[src/rtl/mux_scan_ctrl.sv]
// Scan sequencer around a 4:1 mux: steps sel over the enabled channels, samples mux_y
// after a programmable dwell, and hands the assembled 4-bit word off on valid/ready.
module mux_scan_ctrl #(
  parameter int unsigned DWELL = 1,
  parameter int unsigned CNT_W = 4
) (
  input  logic       clk,
  input  logic       rst,
  input  logic       start,
  input  logic [3:0] ch_mask,
  output logic [1:0] sel,
  input  logic       mux_y,
  output logic       busy,
  output logic [3:0] data_out,
  output logic       valid,
  input  logic       ready
);

  typedef enum logic [1:0] {
    S_IDLE = 2'd0,
    S_SCAN = 2'd1,
    S_DONE = 2'd2
  } state_t;

  localparam logic [CNT_W-1:0] DWELL_LAST = CNT_W'(DWELL - 1);

  state_t           r_state;
  logic [3:0]       r_mask;
  logic [3:0]       r_shadow;
  logic [CNT_W-1:0] r_cnt;
  logic [1:0]       r_sel;
  logic             r_busy;
  logic             r_valid;
  logic [3:0]       r_data;

  logic [2:0]       w_first;
  logic [2:0]       w_next;
  logic [3:0]       w_shadow_smp;
  logic             w_dwell_end;

  // Returns {found, index} of the lowest enabled channel above cur (or at cur when incl).
  function automatic logic [2:0] f_next_ch(input logic [3:0] mask, input logic [1:0] cur,
                                           input logic incl);
    logic [2:0] res;
    res = 3'b000;
    for (int i = 3; i >= 0; i--) begin
      if (mask[i] && ((i > int'(cur)) || (incl && (i == int'(cur)))))
        res = {1'b1, 2'(i)};
    end
    return res;
  endfunction

  always_comb begin
    w_first      = f_next_ch(ch_mask, 2'd0, 1'b1);
    w_next       = f_next_ch(r_mask, r_sel, 1'b0);
    w_dwell_end  = (r_cnt == DWELL_LAST);
    w_shadow_smp = r_shadow;
    w_shadow_smp[r_sel] = mux_y;
  end

  always_ff @(posedge clk or posedge rst) begin
    if (rst) begin
      r_state  <= S_IDLE;
      r_mask   <= 4'b0000;
      r_shadow <= 4'b0000;
      r_cnt    <= '0;
      r_sel    <= 2'd0;
      r_busy   <= 1'b0;
      r_valid  <= 1'b0;
      r_data   <= 4'b0000;
    end else begin
      case (r_state)
        S_IDLE: begin
          if (start) begin
            r_mask   <= ch_mask;
            r_shadow <= 4'b0000;
            r_cnt    <= '0;
            r_busy   <= 1'b1;
            if (ch_mask != 4'b0000) begin
              r_state <= S_SCAN;
              r_sel   <= w_first[1:0];
            end else begin
              // Empty scan: word is zero, valid rises one cycle after entering DONE.
              r_state <= S_DONE;
              r_data  <= 4'b0000;
            end
          end
        end
        S_SCAN: begin
          if (w_dwell_end) begin
            r_shadow <= w_shadow_smp;
            r_cnt    <= '0;
            if (w_next[2]) begin
              r_sel <= w_next[1:0];
            end else begin
              r_state <= S_DONE;
              r_sel   <= 2'd0;
              r_data  <= w_shadow_smp;
              r_valid <= 1'b1;
            end
          end else begin
            r_cnt <= r_cnt + CNT_W'(1);
          end
        end
        S_DONE: begin
          if (r_valid && ready) begin
            r_state <= S_IDLE;
            r_valid <= 1'b0;
            r_busy  <= 1'b0;
          end else begin
            r_valid <= 1'b1;
          end
        end
        default: begin
          r_state <= S_IDLE;
        end
      endcase
    end
  end

  assign sel      = r_sel;
  assign busy     = r_busy;
  assign valid    = r_valid;
  assign data_out = r_data;

endmodule
[config.mk]
export PLATFORM = sky130hd
export DESIGN_NAME = mux_scan_ctrl
export DESIGN_NICKNAME = d
export VERILOG_FILES = /design/src/rtl/mux_scan_ctrl.sv
export SDC_FILE = /design/constraint.sdc
export NUM_CORES = 1
export LEC_CHECK = 0
export CELL_PAD_IN_SITES_DETAIL_PLACEMENT = 1
export CELL_PAD_IN_SITES_GLOBAL_PLACEMENT = 1
export CORE_ASPECT_RATIO = 0.75
export CORE_MARGIN = 1.5
export CORE_UTILIZATION = 43
export DETAILED_ROUTE_END_ITERATION = 7
export GPL_ROUTABILITY_DRIVEN = 0
export PLACE_DENSITY_LB_ADDON = 0.1
export RECOVER_POWER = 50
export SLEW_MARGIN = 20
export SYNTH_ARGS = -nofsm -noshare
export SYNTH_HDL_FRONTEND = slang
export SYNTH_SLANG_ARGS = --single-unit
[constraint.sdc]
create_clock -name clk -period 3.2 [get_ports clk]
set_input_delay 0.32 -clock clk [delete_from_list [all_inputs] [get_ports clk]]
set_output_delay 0.32 -clock clk [all_outputs]
set_load 0.01 [all_outputs]
---- Word level (Yosys, flattened, before mapping) ----
Cells that the tools add are included.
word-level totals
  register bits after elaboration ......... 22
  input port bits ......................... 9
operators by class
  add/subtract/negate cells ............... 1
  magnitude comparators ................... 5
  equal/unequal tests ..................... 8
  multiplexer cells ....................... 38
  reduce and logical (&&, ||, !) cells .... 19
operators with widths
  kind                                                 number
  two-way mux 4 bit                                    7
  two-way mux 2 bit                                    13
  case mux 4 bit (2 select lines)                      3
  != test 2 bit, second input constant                 6
  two-way mux 3 bit                                    3
  AND reduction 3 bit                                  3
  AND reduction 4 bit                                  2
  two-way mux 1 bit                                    6
  case mux 2 bit (3 select lines)                      1
  nonzero test 2 bit                                   3
  logical AND 1 bit                                    5
  AND reduction 5 bit                                  1
  adder 4 x 1 -> 4 bit, second input constant          1
  bitwise mux 4 bit                                    1
  greater-than comparator 2 bit, first input constant  2
  zero test 4 bit                                      1
  case mux 1 bit (2 select lines)                      2
  case mux 2 bit (2 select lines)                      1
  AND reduction 2 bit                                  2
  nonzero test 4 bit                                   1
  < comparator 2 x 3 -> 1 bit, second input constant   1
  demux 1 bit (select 2 bit)                           1
  equality test 2 x 1 -> 1 bit, second input constant  1
  equality test 2 bit, second input constant           1
  3 further kinds                                      3

---- Logic depth before layout (Yosys ltp) ----
  depth in word-level cells ............... 8
  gate-level depth with buffers ........... 6
  gate-level depth less buffers ........... 6

---- Least setup slack after synthesis ----
OpenSTA, ideal clock, no wires.
  path type ............................... register to register
  start point ............................. reg r_cnt[0]
  end point ............................... reg r_sel[0], in the netlist sel[0]
  arrival time ............................ 1.494 ns
  setup slack ............................. 1.581 ns
  cell stages (with the launch flop) ...... 7
  buffers on the path ..................... 0
  period minus slack after synthesis ...... 1.619 ns
  cells stage by stage .................... dfrtp_1 > inv_1 > ha_1 > or3b_4 > nand2_4 > o211ai_4 > mux2_4
on the way
  longest elaborated chain between the ends .. 3
RTL lines
  what                                  RTL line  text
  from (decl)                           30        logic [CNT_W-1:0] r_cnt;
  from (signal assigned)                102       r_cnt <= r_cnt + CNT_W'(1);
  zero test 4 bit                       56        w_dwell_end = (r_cnt == DWELL_LAST);
  != test 2 bit (no source line)        -
  AND reduction 4 bit (no source line)  -
  to (signal assigned)                  81        r_sel <= w_first[1:0];
  to (signal assigned)                  94        r_sel <= w_next[1:0];
  to (decl)                             31        logic [1:0] r_sel;
Every way passes these cells.
A chain may end at the register's enable or synchronous reset.

---- Worst setup path in the final report ----
  start point ............................. reg r_sel[0], in the netlist sel[0]
  end point ............................... out sel[0]
RTL lines
  what       RTL line  text
  to (decl)  11        output logic [1:0] sel,
No word-level cell between the ends.

==> run_results.csv <==
group,metric,value,unit
final_layout,mostFrequentLayoutCells,"dfrtp_1 (21), nand2_1 (18), clkdlybuf4s50_1 (13)",
final_layout,area_growth_syn_to_layout,18.9,%
die,pin_count,17,
placed_design,port_buffers,16,
worst_setup_path,path_delay_family,"buffers and inverters",
sta,final.period_utilization,56.6,%
worst_setup_path,arrival,1490,ps
outcome,status,"completed",
logic_synthesis,synth_ff_type,"dfrtp_1",
die,start_util,46.0,%
die,fp.dieW,64.6,um
sta,setup-tns-final,0,ps
logic_synthesis,synth_top_area_cell,"dfrtp_1",
final_layout,finalNonFillerCells,178,
global_routing,antenna_found_initial,0,
route,drt-total-wl,2880,um
clock_tree,cts_resized,0,
route,firstDrtPassIters,4,
route,postRouteAntennaNets,0,
clock_tree,ctsHoldBuffers,0,
placed_design,hpwl,2150,um
pwr,p_int,0.000774,W
sta,timing.fmax,0.552,GHz
sta,fin_skew,10.7,ps
pwr,power.total,0.00133,W
worst_setup_path,crit_fanout,13,
pwr,p_seq_share,38.1,%
clock_tree,cts.htree.levels,1,
final_layout,antennaDiodeCount,0,
sta,finalCriticalPeriod,1810,ps
worst_setup_path,max_stage_delay,620,ps
placed_design,pre_cts_ws,1190,ps
pwr,swShare,41.9,%
global_routing,grt.overflow.total,0,
worst_setup_path,crit_chain,"clkdlybuf4s50_1",
sta,finalSetupViolations,0,
logic_synthesis,synth_top_area_share,42.9,%
logic_synthesis,ys_types,38,
sta,worstMarginPinSlew,819,ps
route,vias,965,
die,num_rows,16,
pwr,p_leak,0.629,nW
run,maxCapViolations,0,
final_layout,final_common_cell,"dfrtp_1",
clock_tree,cts_max_path_buffers,2,
sta,slew_headroom,45.4,%
logic_synthesis,synthCells,126,
die,coreArea,0.00266,mm^2
logic_synthesis,synth_area_leaders,"dfrtp_1 (43%), nand2_1 (5.5%), mux2i_1 (4.9%)",
sta,hold_viol,0,
pwr,ir_drop,0.451,mV
final_layout,fin_util,54.7,%
logic_synthesis,syn_nets,137,
pwr,p_comb_share,48.2,%
global_routing,grt_max_degree,22,
worst_hold_path,hold_class,"reg -> reg",
clock_tree,cts_tree,"built",
pwr,p_clk_share,13.7,%
global_routing,grt_pass1_wl,5180,um
worst_setup_path,worstPathBufferInverterCount,1,
logic_synthesis,ys_ff_latch,21,
global_routing,grt_pass1_vias,1020,
route,post_drt_wl_per_cell,16.2,um
clock_tree,path_clk_slew,70,ps
logic_synthesis,async_flop_share,100,%
clock_tree,cts_sinks,21,
route,drc_errors,0,
sta,slew_viol_final,0,
worst_setup_path,start_kind,"flip-flop",
route,viasPerCell,5.42,
route,drt_iter0_markers,55,
die,die_h,49.2,um
final_layout,drive_above_1_share,12.7,%
sta,finalWorstSetupSlack,1390,ps
pwr,p_switching,0.000557,W
logic_synthesis,yosysSeqAreaShare,42.9,%
pwr,power_density,914,mW/mm^2
clock_tree,cts_made_buffers,3,
worst_setup_path,cp-end-kind,"output port",
worst_setup_path,critical_path_class,"reg -> out",
clock_tree,clk_latency,270,ps
global_routing,grtUsageTotal,21.4,%
worst_setup_path,cp_slowest_cell,"clkdlybuf4s50_1",
logic_synthesis,synth-edff-count,0,
logic_synthesis,syn_area,0.00122,mm^2
clock_tree,cts_setup_buffers,0,
clock_tree,clockRootBuffer,"clkbuf_8",
worst_setup_path,cp.required,2880,ps
final_layout,layout.nets,154,
sta,rsz0062_at_grt,"no",
die,dieArea,0.00318,mm^2
logic_synthesis,yosys_warnings,0,
logic_synthesis,synth_area_per_cell,9.72,um^2
placed_design,dp_cells,174,
-- power groups by stage --
stage	sequential (W)	combinational (W)	clock, W
after floorplan	0.000449	0.000504	0
after global placement	0.000502	0.000633	0
after detailed placement	0.000510	0.000649	0
after CTS	0.000507	0.000652	0.000183
after global routing	0.000530	0.000718	0.000192
final	0.000507	0.000642	0.000182
-- stage by stage --
| stage | hold slack [ps] | area [um^2] |
|---|---|---|
| global placement | 458 | 1410 |
| CTS | 504 | 1460 |
| detailed placement | 486 | 1410 |
| floorplan | 297 | 1220 |
| finish | 499 | 1460 |
| global route | 532 | 1460 |
-- per-layer routing --
metal | track usage, % | up-vias | share of wire [%]
met5 | 0 | - | 0
met4 | 4.26 | 0 | 0.66
met3 | 5.77 | 4 | 3.7
met2 | 33.3 | 14 | 46
met1 | 30.3 | 469 | 50
li1 | - | 478 | -
-- final cells by class --
cell class | instances | area (um^2)
clock buffer | 4 | 45.0
fill | 318 | 1210
inverter | 10 | 37.5
multi-input combinational | 91 | 643
sequential | 21 | 526
tap | 36 | 45.0
timing repair buffer | 16 | 160
-- registers in the layout, indices dropped and copies added (netlist names) --
register / flops
r_cnt: 4
valid: 1
r_shadow: 4
busy: 1
r_state: 2
r_mask: 3
sel: 2
data_out: 4
-- cell usage after synthesis, drive strengths merged, types with 2 or more instances --
library cell  number
o21ai             13
nor3               2
mux2               6
nor2               6
nor2b              3
o21bai             2
nor4               2
ha                 2
nand2             19
nand3b             2
dfrtp             21
o211ai             2
o22ai              2
inv               10
mux2i              6
buf                3
a21oi              7
o31ai              3
-- path summary, 6_finish.rpt --
path | from | endpoint | slack, ps | cells past startpoint
max | sel[0] | sel[0] | 1390 | 1
min | r_shadow[2] | r_shadow[2] | 500 | 2
max reg2reg | r_cnt[0] | sel[0] | 1430 | 6
min reg2reg | r_shadow[2] | r_shadow[2] | 500 | 2
max in group asynchronous | rst | r_mask[3] | 2050 | 2
min in group asynchronous | rst | r_cnt[3] | 640 | 2
-- cells by family (layout without fill, tap and decap cells) --
family / after synthesis / count (layout) / share of synthesized area, %
AND/OR/NAND/NOR: 42 / 42 / 19.6
AO/OA/AOI/OAI: 35 / 35 / 20.1
multiplexers: 12 / 12 / 10.7
adder cells (fa/ha/maj): 2 / 2 / 2.04
buffers and inverters: 14 / 30 / 4.60
flip-flops: 21 / 21 / 42.9
(Power assumes the default switching activity.)
